[src/rtl/ddr3_seq_pkg.sv]
// ddr3_seq_pkg: shared states, ACK timeout and direction encoding for the DDR3 sequencer
package ddr3_seq_pkg;
    typedef enum logic [2:0] {
        S_IDLE,
        S_WAIT_HALF,
        S_GO,
        S_WAIT_ACK,
        S_WAIT_DONE,
        S_NEXT
    } state_t;
    localparam int ACK_TIMEOUT = 16;
    localparam int TO_W = $clog2(ACK_TIMEOUT);
    localparam logic DIR_WR = 1'b0;
    localparam logic DIR_RD = 1'b1;
    function automatic logic [1:0] half_mask(input logic h);
        return h ? 2'b10 : 2'b01;
    endfunction
endpackage

[src/rtl/wb_ddr3_seq_if.sv]
// wb_ddr3_seq_if: request, ping-pong handshake and DDR3 UI signals of the sequencer
interface wb_ddr3_seq_if #(
    parameter int BUF_DEPTH      = 10,
    parameter int MEM_ADDR_DEPTH = 28,
    parameter int LEN_WIDTH      = 24
);
    logic                      i_app_phy_init_done;
    logic                      i_req_stb;
    logic                      o_req_rdy;
    logic                      i_req_dir;
    logic [MEM_ADDR_DEPTH-1:0] i_req_addr;
    logic [LEN_WIDTH-1:0]      i_req_len;
    logic [1:0]                i_half_ok;
    logic [1:0]                o_half_done;
    logic                      o_busy;
    logic                      o_done;
    logic                      o_fault;
    logic                      o_ibuf_go;
    logic                      i_ibuf_bsy;
    logic                      i_ibuf_ddr3_fault;
    logic [BUF_DEPTH-1:0]      o_ibuf_count;
    logic [BUF_DEPTH-1:0]      o_ibuf_start_addrb;
    logic [MEM_ADDR_DEPTH-1:0] o_ibuf_ddr3_addrb;
    logic                      o_obuf_go;
    logic                      i_obuf_bsy;
    logic                      i_obuf_ddr3_fault;
    logic [BUF_DEPTH-1:0]      o_obuf_count;
    logic [BUF_DEPTH-1:0]      o_obuf_start_addra;
    logic [MEM_ADDR_DEPTH-1:0] o_obuf_ddr3_addra;

    modport master (
        output i_app_phy_init_done, i_req_stb, i_req_dir, i_req_addr, i_req_len, i_half_ok,
               i_ibuf_bsy, i_ibuf_ddr3_fault, i_obuf_bsy, i_obuf_ddr3_fault,
        input  o_req_rdy, o_half_done, o_busy, o_done, o_fault,
               o_ibuf_go, o_ibuf_count, o_ibuf_start_addrb, o_ibuf_ddr3_addrb,
               o_obuf_go, o_obuf_count, o_obuf_start_addra, o_obuf_ddr3_addra
    );

    modport slave (
        input  i_app_phy_init_done, i_req_stb, i_req_dir, i_req_addr, i_req_len, i_half_ok,
               i_ibuf_bsy, i_ibuf_ddr3_fault, i_obuf_bsy, i_obuf_ddr3_fault,
        output o_req_rdy, o_half_done, o_busy, o_done, o_fault,
               o_ibuf_go, o_ibuf_count, o_ibuf_start_addrb, o_ibuf_ddr3_addrb,
               o_obuf_go, o_obuf_count, o_obuf_start_addra, o_obuf_ddr3_addra
    );
endinterface

[src/rtl/wb_ddr3_seq.sv]
// wb_ddr3_seq: splits a buffer<->DDR3 request into half-buffer chunks over a ping-pong buffer
module wb_ddr3_seq #(
    parameter int BUF_DEPTH      = 10,
    parameter int MEM_ADDR_DEPTH = 28,
    parameter int LEN_WIDTH      = 24
) (
    input logic          ui_clk,
    input logic          rst,
    wb_ddr3_seq_if.slave bus
);
    import ddr3_seq_pkg::*;

    localparam logic [BUF_DEPTH-1:0] HALF_B = BUF_DEPTH'(1) << (BUF_DEPTH - 1);
    localparam logic [LEN_WIDTH-1:0] HALF_L = LEN_WIDTH'(HALF_B);

    state_t                    state;
    logic                      dir;
    logic                      h;
    logic [1:0]                hr;
    logic [1:0]                hr_clr;
    logic [LEN_WIDTH-1:0]      rem;
    logic [MEM_ADDR_DEPTH-1:0] cur_addr;
    logic [MEM_ADDR_DEPTH-1:0] ddr_addr;
    logic [BUF_DEPTH-1:0]      chunk;
    logic [BUF_DEPTH-1:0]      start;
    logic [TO_W-1:0]           to;
    logic                      fault;
    logic                      done;
    logic                      ibuf_go;
    logic                      obuf_go;
    logic [1:0]                half_done;
    logic                      req;
    logic                      bad;
    logic                      bsy;
    logic                      ui_fault;
    logic                      last;

    assign req      = bus.i_req_stb && bus.i_app_phy_init_done;
    assign bad      = bus.i_req_len[0] || (bus.i_req_len == '0);
    assign bsy      = (dir == DIR_RD) ? bus.i_obuf_bsy : bus.i_ibuf_bsy;
    assign ui_fault = (dir == DIR_RD) ? bus.i_obuf_ddr3_fault : bus.i_ibuf_ddr3_fault;
    assign hr_clr   = (state == S_NEXT) ? half_mask(h) : 2'b00;
    assign last     = rem == LEN_WIDTH'(chunk);

    // Half-ready tracker: seeded on accept, then a half_ok pulse beats the NEXT clear
    always_ff @(posedge ui_clk or posedge rst) begin
        if (rst)
            hr <= '0;
        else if (state == S_IDLE)
            hr <= (req && !bad) ? (bus.i_req_dir ? 2'b11 : 2'b00) : hr;
        else
            hr <= (hr & ~hr_clr) | bus.i_half_ok;
    end

    // Sequencer FSM with registered go/done/half_done/fault and held UI command fields
    always_ff @(posedge ui_clk or posedge rst) begin
        if (rst) begin
            state     <= S_IDLE;
            dir       <= DIR_WR;
            h         <= 1'b0;
            rem       <= '0;
            cur_addr  <= '0;
            ddr_addr  <= '0;
            chunk     <= '0;
            start     <= '0;
            to        <= '0;
            fault     <= 1'b0;
            done      <= 1'b0;
            ibuf_go   <= 1'b0;
            obuf_go   <= 1'b0;
            half_done <= 2'b00;
        end else begin
            done      <= 1'b0;
            half_done <= 2'b00;
            ibuf_go   <= 1'b0;
            obuf_go   <= 1'b0;
            case (state)
                S_IDLE: begin
                    if (req && bad) begin
                        fault <= 1'b1;
                        done  <= 1'b1;
                    end else if (req) begin
                        dir      <= bus.i_req_dir;
                        cur_addr <= bus.i_req_addr;
                        rem      <= bus.i_req_len;
                        fault    <= 1'b0;
                        h        <= 1'b0;
                        state    <= S_WAIT_HALF;
                    end
                end
                S_WAIT_HALF: begin
                    if (hr[h]) begin
                        chunk    <= (rem < HALF_L) ? BUF_DEPTH'(rem) : HALF_B;
                        start    <= h ? HALF_B : '0;
                        ddr_addr <= cur_addr;
                        ibuf_go  <= dir == DIR_WR;
                        obuf_go  <= dir == DIR_RD;
                        state    <= S_GO;
                    end
                end
                S_GO: begin
                    to    <= '0;
                    state <= S_WAIT_ACK;
                end
                S_WAIT_ACK: begin
                    if (bsy)
                        state <= S_WAIT_DONE;
                    else if (to == TO_W'(ACK_TIMEOUT - 1)) begin
                        fault <= 1'b1;
                        done  <= 1'b1;
                        state <= S_IDLE;
                    end else
                        to <= to + 1'b1;
                end
                S_WAIT_DONE: begin
                    if (!bsy && ui_fault) begin
                        fault <= 1'b1;
                        done  <= 1'b1;
                        state <= S_IDLE;
                    end else if (!bsy)
                        state <= S_NEXT;
                end
                S_NEXT: begin
                    half_done <= half_mask(h);
                    rem       <= rem - LEN_WIDTH'(chunk);
                    cur_addr  <= cur_addr + MEM_ADDR_DEPTH'(chunk >> 1);
                    h         <= ~h;
                    done      <= last;
                    state     <= last ? S_IDLE : S_WAIT_HALF;
                end
                default: state <= S_IDLE;
            endcase
        end
    end

    assign bus.o_req_rdy          = state == S_IDLE;
    assign bus.o_busy             = state != S_IDLE;
    assign bus.o_done             = done;
    assign bus.o_fault            = fault;
    assign bus.o_half_done        = half_done;
    assign bus.o_ibuf_go          = ibuf_go;
    assign bus.o_obuf_go          = obuf_go;
    assign bus.o_ibuf_count       = chunk;
    assign bus.o_obuf_count       = chunk;
    assign bus.o_ibuf_start_addrb = start;
    assign bus.o_obuf_start_addra = start;
    assign bus.o_ibuf_ddr3_addrb  = ddr_addr;
    assign bus.o_obuf_ddr3_addra  = ddr_addr;
endmodule

[src/flat_wrapper.sv]
// flat-port wrapper written by rule: the top's interface ports become plain ports
module wb_ddr3_seq_flat import ddr3_seq_pkg::*;
#(
    parameter int BUF_DEPTH      = 10,
    parameter int MEM_ADDR_DEPTH = 28,
    parameter int LEN_WIDTH      = 24
)
  (ui_clk, rst, bus_i_app_phy_init_done, bus_i_req_stb, bus_i_req_dir, bus_i_req_addr, bus_i_req_len, bus_i_half_ok, bus_i_ibuf_bsy, bus_i_ibuf_ddr3_fault, bus_i_obuf_bsy, bus_i_obuf_ddr3_fault, bus_o_req_rdy, bus_o_half_done, bus_o_busy, bus_o_done, bus_o_fault, bus_o_ibuf_go, bus_o_ibuf_count, bus_o_ibuf_start_addrb, bus_o_ibuf_ddr3_addrb, bus_o_obuf_go, bus_o_obuf_count, bus_o_obuf_start_addra, bus_o_obuf_ddr3_addra);
  wb_ddr3_seq_if #(.BUF_DEPTH(BUF_DEPTH), .MEM_ADDR_DEPTH(MEM_ADDR_DEPTH), .LEN_WIDTH(LEN_WIDTH)) bus_i ();
  input logic ui_clk;
  input logic rst;
  input wire logic [$bits(bus_i.i_app_phy_init_done)-1:0] bus_i_app_phy_init_done;
  input wire logic [$bits(bus_i.i_req_stb)-1:0] bus_i_req_stb;
  input wire logic [$bits(bus_i.i_req_dir)-1:0] bus_i_req_dir;
  input wire logic [$bits(bus_i.i_req_addr)-1:0] bus_i_req_addr;
  input wire logic [$bits(bus_i.i_req_len)-1:0] bus_i_req_len;
  input wire logic [$bits(bus_i.i_half_ok)-1:0] bus_i_half_ok;
  input wire logic [$bits(bus_i.i_ibuf_bsy)-1:0] bus_i_ibuf_bsy;
  input wire logic [$bits(bus_i.i_ibuf_ddr3_fault)-1:0] bus_i_ibuf_ddr3_fault;
  input wire logic [$bits(bus_i.i_obuf_bsy)-1:0] bus_i_obuf_bsy;
  input wire logic [$bits(bus_i.i_obuf_ddr3_fault)-1:0] bus_i_obuf_ddr3_fault;
  output wire logic [$bits(bus_i.o_req_rdy)-1:0] bus_o_req_rdy;
  output wire logic [$bits(bus_i.o_half_done)-1:0] bus_o_half_done;
  output wire logic [$bits(bus_i.o_busy)-1:0] bus_o_busy;
  output wire logic [$bits(bus_i.o_done)-1:0] bus_o_done;
  output wire logic [$bits(bus_i.o_fault)-1:0] bus_o_fault;
  output wire logic [$bits(bus_i.o_ibuf_go)-1:0] bus_o_ibuf_go;
  output wire logic [$bits(bus_i.o_ibuf_count)-1:0] bus_o_ibuf_count;
  output wire logic [$bits(bus_i.o_ibuf_start_addrb)-1:0] bus_o_ibuf_start_addrb;
  output wire logic [$bits(bus_i.o_ibuf_ddr3_addrb)-1:0] bus_o_ibuf_ddr3_addrb;
  output wire logic [$bits(bus_i.o_obuf_go)-1:0] bus_o_obuf_go;
  output wire logic [$bits(bus_i.o_obuf_count)-1:0] bus_o_obuf_count;
  output wire logic [$bits(bus_i.o_obuf_start_addra)-1:0] bus_o_obuf_start_addra;
  output wire logic [$bits(bus_i.o_obuf_ddr3_addra)-1:0] bus_o_obuf_ddr3_addra;
  assign bus_i.i_app_phy_init_done = bus_i_app_phy_init_done;
  assign bus_i.i_req_stb = bus_i_req_stb;
  assign bus_i.i_req_dir = bus_i_req_dir;
  assign bus_i.i_req_addr = bus_i_req_addr;
  assign bus_i.i_req_len = bus_i_req_len;
  assign bus_i.i_half_ok = bus_i_half_ok;
  assign bus_i.i_ibuf_bsy = bus_i_ibuf_bsy;
  assign bus_i.i_ibuf_ddr3_fault = bus_i_ibuf_ddr3_fault;
  assign bus_i.i_obuf_bsy = bus_i_obuf_bsy;
  assign bus_i.i_obuf_ddr3_fault = bus_i_obuf_ddr3_fault;
  assign bus_o_req_rdy = bus_i.o_req_rdy;
  assign bus_o_half_done = bus_i.o_half_done;
  assign bus_o_busy = bus_i.o_busy;
  assign bus_o_done = bus_i.o_done;
  assign bus_o_fault = bus_i.o_fault;
  assign bus_o_ibuf_go = bus_i.o_ibuf_go;
  assign bus_o_ibuf_count = bus_i.o_ibuf_count;
  assign bus_o_ibuf_start_addrb = bus_i.o_ibuf_start_addrb;
  assign bus_o_ibuf_ddr3_addrb = bus_i.o_ibuf_ddr3_addrb;
  assign bus_o_obuf_go = bus_i.o_obuf_go;
  assign bus_o_obuf_count = bus_i.o_obuf_count;
  assign bus_o_obuf_start_addra = bus_i.o_obuf_start_addra;
  assign bus_o_obuf_ddr3_addra = bus_i.o_obuf_ddr3_addra;
  wb_ddr3_seq #(.BUF_DEPTH(BUF_DEPTH), .MEM_ADDR_DEPTH(MEM_ADDR_DEPTH), .LEN_WIDTH(LEN_WIDTH)) u_core (.ui_clk(ui_clk), .rst(rst), .bus(bus_i));
endmodule
[config.mk]
export PLATFORM = sky130hd
export DESIGN_NAME = wb_ddr3_seq_flat
export DESIGN_NICKNAME = d
export VERILOG_FILES = /design/src/rtl/ddr3_seq_pkg.sv /design/src/rtl/wb_ddr3_seq_if.sv /design/src/rtl/wb_ddr3_seq.sv /design/src/flat_wrapper.sv
export SDC_FILE = /design/constraint.sdc
export NUM_CORES = 1
export LEC_CHECK = 0
export ABC_CLOCK_PERIOD_IN_PS = 5560
export BUFFER_PORTS_ARGS = -buffer_cell sky130_fd_sc_hd__buf_2
export CELL_PAD_IN_SITES_DETAIL_PLACEMENT = 1
export CELL_PAD_IN_SITES_GLOBAL_PLACEMENT = 1
export CORE_UTILIZATION = 34
export CTS_CLUSTER_SIZE = 25
export DETAILED_ROUTE_END_ITERATION = 7
export PLACE_DENSITY = 0.67
export SYNTH_ARGS = -nofsm -noshare
export SYNTH_HDL_FRONTEND = slang
export SYNTH_SLANG_ARGS = --single-unit
[constraint.sdc]
create_clock -name ui_clk -period 5.56 [get_ports ui_clk]
set_input_delay 1.112 -clock ui_clk [delete_from_list [all_inputs] [get_ports ui_clk]]
set_output_delay 1.112 -clock ui_clk [all_outputs]
set_load 0.03 [all_outputs]
==> results.yml, run 1 <==
synthesis:
  synth_area_per_cell_sq_um: 9.22
  syn-cell-area_sq_um: 6390
  yosysSeqAreaShare_pct: 42.3
  synth.distinct_cells: 64
  yosys_register_bits: 108
  ys.flop_type: "dfrtp_1"
  syn_inst: 693
  synth_edf_count: 0
  synthArstFlopShare_pct: 100
  yosysWarningCount: 0
run_status:
  status: "finished with violations"
  violations: "DRC"
critical_path:
  path_class: "register to register"
  cp_cell_sequence: "or3_1, or3_1, o21ba_2, nor2_1, nor2_1, o22ai_1, nor3_1"
  critical_path.endpoint_type: "register"
  crit_arrival_ps: 3550
  cp_max_fo: 38
  critPathMaxStageDelay_ps: 930
  critPathSlowestCell: "o21ba_2"
  start_kind: "register"
  cp_num_buf_inv: 0
  critPathRequiredTime_ps: 5840
  path_delay_family: "simple AND/OR/NAND/NOR gates"
clock_tree:
  cts.path.max_buffers: 2
  clock_latency_ps: 350
  cts_tree: "built"
  ctsRootBufferMaster: "clkbuf_16"
  cts.sink_count: 108
  clkTransAtPathRegs_ps: 70
  numCtsBuffers: 9
  ctsHoldBuffers: 0
  postCtsSetupBuffers: 0
  htreeDepth: 3
  cts_resized: 0
floorplan:
  dieArea_sq_um: 19300
  core_sq_um: 18200
  die_x_microns: 139
  floorplan.initialDensity_pct: 35.1
  fp.dieH_microns: 139
  ios: 167
  num_rows: 49
pwr:
  peakVddDrop_mv: 0.197
  total_power_uw: 4210
  powerDensity_nw_per_um2: 578
  leakage_uw: 0.00324
drt:
  drt_first_pass_iters: 8
  viasPerCell: 5.43
  drc: 11
  initialDrtViolationCount: 272
  ant_nets: 0
  vias: 5535
  routed_wl_microns: 18000
  post_drt_wl_per_cell_microns: 17.6
timing:
  finalHoldViolations: 0
  fin_tns_setup_ps: 0
  skew_ps: 6.92
  finalCriticalPeriod_ps: 3270
  setup_ws_ps: 2290
  rsz0062_at_grt: "false"
  tightest_slew_ps: 1030
  relSlewSlack_pct: 31.5
  clock.fmax_mhz: 305
  drv_slew: 0
  whs_ps: 494
  period_share_pct: 58.9
  setup_viol: 0
global_route:
  grt_pass1_wl_microns: 29600
  first_global_vias: 5594
  antenna_found_initial: 0
  grt_start_max_net_pins: 76
  groute.usage.overall_pct: 19.1
  grt-ovfl-total: 0
cells_and_area:
  design_area_sq_um: 7290
  drive_above_1_share_pct: 26.3
  layout.nets: 871
  antenna-diode-count: 0
  final_cell_mix: "buf_2, dfrtp_1, nor2_1"
  area_delta_synth_final_pct: 14.2
  final_common_cell: "buf_2"
run:
  max-cap-violations: 0
min_path:
  worstHoldPathType: "register to register"
placement:
  pre_cts_ws_ps: 1840
  gp_congestion: 0.842
  port_buffers: 148
  dpl-instance-area_sq_um: 6970
  dp.final_hpwl_microns: 12800
==> path summary, 6_finish.rpt <==
kind | startpoint | end | slack [ps] | depth (start not counted)
worst max-delay path | u_core.state[1]$_DFFE_PP0P_ | u_core.cur_addr[20]$_DFFE_PP0P_ | 2290 | 7
worst min-delay path | u_core.bus.o_fault$_DFFE_PP0P_ | u_core.bus.o_fault$_DFFE_PP0P_ | 490 | 2
worst max register to register | u_core.state[1]$_DFFE_PP0P_ | u_core.cur_addr[20]$_DFFE_PP0P_ | 2290 | 7
worst min register to register | u_core.bus.o_fault$_DFFE_PP0P_ | u_core.bus.o_fault$_DFFE_PP0P_ | 490 | 2
max in group asynchronous | rst | u_core.rem[8]$_DFFE_PP0P_ | 3570 | 3
min in group asynchronous | rst | u_core.bus.o_ibuf_ddr3_addrb[17]$_DFFE_PP0P_ | 980 | 2
==> cell type report <==
class,count,area [sq um]
clock inverters,4,72.6
repair buffers,152,771
inverters,25,96.3
multi-input cells,490,3120
flip-flops and latches,108,2700
fillers,2165,10900
clock buffers,12,246
well taps,229,287
==> sequential cells by signal (all words and copies together) (netlist names) <==
signal                         flops
u_core.h                           1
u_core.dir                         1
u_core.bus.o_done                  1
u_core.state                       3
u_core.hr                          2
u_core.bus.o_ibuf_start_addrb      1
u_core.bus.o_ibuf_count           10
u_core.cur_addr                   28
u_core.bus.o_obuf_go               1
u_core.bus.o_ibuf_ddr3_addrb      28
u_core.bus.o_ibuf_go               1
u_core.bus.o_half_done             2
u_core.to                          4
u_core.rem                        24
u_core.bus.o_fault                 1
==> metrics by stage <==
| stage | util [%] | cells |
|---|---|---|
| after floorplan | - | 710 |
| after global placement | 38.3 | 1004 |
| after detailed placement | 38.3 | 1004 |
| after CTS | 40.1 | 1020 |
| after global routing | 40.1 | 1020 |
| final | 40.1 | 1020 |
==> Yosys cell counts (11+ instances only) <==
cell type,count,area share [%]
a21oi_1,38,3.0
nand3_1,18,1.4
o311ai_0,11,1.5
nand2_1,68,4.0
xnor2_1,11,1.5
buf_4,57,6.7
dfrtp_1,108,42
o22ai_1,16,1.6
a31oi_1,11,1.1
o21ai_0,29,2.3
o211ai_1,12,1.4
mux2_2,27,4.8
inv_1,25,1.5
ha_1,20,3.9
nor3_1,12,0.94
nor2_1,74,4.3
clkbuf_1,23,1.4
==> worst register-to-register path: stages, from the launching register on <==
cell     delay, ps
dfrtp_1        540
or3_1          530
or3_1          440
o21ba_2        930
nor2_1         330
nor2_1         180
o22ai_1         90
nor3_1         150
==> where the power goes <==
group / switching, uW / total [uW] / internal [uW]
Combinational: 1280 / 2030 / 754
Sequential: 344 / 1470 / 1120
Clock: 307 / 715 / 408
==> logic make-up (layout without fill, tap and decap cells) <==
group | Yosys count | in the layout | synth area share (%)
and+or+nand+nor | 223 | 223 | 16.0
AOI/OAI and AO/OA | 181 | 181 | 19.6
buffers and inverters | 112 | 193 | 10.0
DFF | 108 | 108 | 42.3
muxes | 33 | 33 | 5.70
adders and majority gates | 22 | 22 | 4.54
xor gates and xnor gates | 13 | 13 | 1.78
other | 1 | 18 | 0.0587
==> metal layers <==
layer / routed length (microns) / share of wire, % / up-vias / GRT usage (%)
met3: 585 / 3.3 / 15 / 2.14
met2: 8550 / 48 / 139 / 32.1
li1: - / - / 2617 / -
met1: 8600 / 48 / 2764 / 25.6
met5: 0 / 0 / - / 0
met4: 225 / 1.3 / 0 / 6.26
(Power assumes the default switching activity.)
==> run 2, diff against run 1 <==
Settings changed: ABC_CLOCK_PERIOD_IN_PS 5560 to 2700, PLACE_DENSITY 0.67 to 0.7.
Clock period 5.56 ns to 2.7 ns, I/O delays scaled along.
==> results.yml, run 2 (synthesized netlist as in run 1, its figures left out) <==
run_status:
  status: "finished with violations"
  violations: "DRC"
timing:
  finalHoldViolations: 0
  setup_viol: 0
  skew_ps: 12.8
  rsz0062_at_grt: "false"
  finalCriticalPeriod_ps: 2570
  drv_slew: 0
  clock.fmax_mhz: 390
  fin_tns_setup_ps: 0
  whs_ps: 310
  relSlewSlack_pct: 41.0
  setup_ws_ps: 134
  period_share_pct: 95.0
  tightest_slew_ps: 885
min_path:
  worstHoldPathType: "input port to asynchronous set/reset pin"
critical_path:
  rrSetupSlack_ps: 130
  critPathMaxStageDelay_ps: 440
  cp_cell_sequence: "ha_1, a21o_1, a31o_2, and2_1, or4_1, o311a_1, a211o_1"
  critical_path.endpoint_type: "register"
  reg2reg_from: "u_core.rem[6]$_DFFE_PP0P_"
  r2r-end: "u_core.rem[15]$_DFFE_PP0P_"
  start_kind: "register"
  crit_arrival_ps: 2820
  cp_num_buf_inv: 0
  critPathSlowestCell: "or4_1"
  critPathRequiredTime_ps: 2950
  path_delay_family: "compound AO/OA/AOI/OAI gates"
  cp.depth: 7
  path_class: "register to register"
  ff2ff_path_depth: 7
  cp_max_fo: 5
floorplan:
  ios: 167
  die_x_microns: 139
  floorplan.initialDensity_pct: 35.1
  dieArea_sq_um: 19300
  core_sq_um: 18200
  num_rows: 49
  fp.dieH_microns: 139
cells_and_area:
  layout.nets: 897
  final_common_cell: "buf_2"
  area_delta_synth_final_pct: 18.6
  antenna-diode-count: 0
  design_area_sq_um: 7580
  drive_above_1_share_pct: 30.4
  post-route-util_pct: 41.6
  final_cell_mix: "buf_2, dfrtp_1, nor2_1"
  nFillCells: 2148
clock_tree:
  ctsHoldBuffers: 0
  htreeDepth: 3
  numCtsBuffers: 9
  cts.sink_count: 108
  cts.path.max_buffers: 2
  cts_tree: "built"
  clkTransAtPathRegs_ps: 80
  clock_latency_ps: 370
  ctsRootBufferMaster: "clkbuf_16"
drt:
  ant_nets: 0
  vias: 5536
  initialDrtViolationCount: 283
  post_drt_wl_per_cell_microns: 17.3
  routed_wl_microns: 18000
  drt_first_pass_iters: 6
  viasPerCell: 5.29
  drc: 12
placement:
  dp.final_hpwl_microns: 13400
  pre_cts_ws_ps: 46.2
  port_buffers: 148
  dpl-instance-area_sq_um: 7200
  gp_congestion: 0.789
global_route:
  grt-ovfl-total: 0
  groute.usage.overall_pct: 19.5
  first_global_vias: 5769
  grt_start_max_net_pins: 109
  grt_pass1_wl_microns: 30000
  antenna_found_initial: 0
pwr:
  peakVddDrop_mv: 0.502
  powerDensity_nw_per_um2: 1170
  leakage_uw: 0.00338
run:
  max-cap-violations: 0
[run 2: cell types whose count changed in the layout (fill, tap and decap cells not counted), moves of 3 or more]
cell / before / now
a21oi_1: 38 / 35
a21oi_2: 0 / 3
buf_12: 0 / 3
buf_4: 4 / 27
dfrtp_1: 108 / 103
dfrtp_2: 0 / 5
[run 2: what timing repair did]
action,CTS,global route
endpoints found under the setup margin,0,20
resized for setup,0,10
buffers inserted,0,1
[run 2: area by class of cell]
cell class | instances | area, sq um | share of cell area, %
Tap cell | 229 | 287 | 3.78
Clock buffer | 10 | 239 | 3.15
Timing Repair Buffer | 178 | 1000 | 13.2
Clock inverter | 6 | 93.8 | 1.24
Sequential cell | 108 | 2710 | 35.7
Multi-Input combinational cell | 490 | 3150 | 41.5
Inverter | 25 | 97.6 | 1.29
[run 2: metal layers]
metal | vias to the layer above | part of all wire (%) | GRT usage [%]
met5 | - | 0 | 0
met4 | 0 | 1.3 | 6.14
met3 | 11 | 2.9 | 2.14
met2 | 106 | 49 | 34.1
met1 | 2758 | 46 | 25.1
li1 | 2661 | - | -
[run 2: worst max-delay path by stage]
stage                                           startpoint                               to  slack, ps
floorplan           u_core.bus.o_ibuf_count[6]$_DFFE_PP0P_       u_core.rem[15]$_DFFE_PP0P_         40
global placement    u_core.bus.o_ibuf_count[4]$_DFFE_PP0P_       u_core.rem[15]$_DFFE_PP0P_        130
detailed placement  u_core.bus.o_ibuf_count[1]$_DFFE_PP0P_  u_core.cur_addr[18]$_DFFE_PP0P_         50
CTS                 u_core.bus.o_ibuf_count[1]$_DFFE_PP0P_  u_core.cur_addr[18]$_DFFE_PP0P_         30
global route                     u_core.rem[6]$_DFFE_PP0P_       u_core.rem[19]$_DFFE_PP0P_          4
finish                           u_core.rem[6]$_DFFE_PP0P_       u_core.rem[15]$_DFFE_PP0P_        130
[run 2: stage by stage]
stage | power, uW | cells
after detailed placement | 7390 | 1029
after global placement | 7250 | 1029
after floorplan | 6340 | 710
final | 8860 | 1046
after global routing | 9510 | 1046
after CTS | 8910 | 1045
[run 2: power breakdown]
group / total [uW] / switching, uW / internal [uW]
clock: 1500 / 652 / 848
sequential: 2970 / 651 / 2320
combinational: 4390 / 2720 / 1670
[run 2: worst register-to-register path, cell delays in order (launching register included)]
cell and delay, ps:
dfrtp_1 400, ha_1 360, a21o_1 200, a31o_2 250, and2_1 200, or4_1 440, o311a_1 350, a211o_1 260
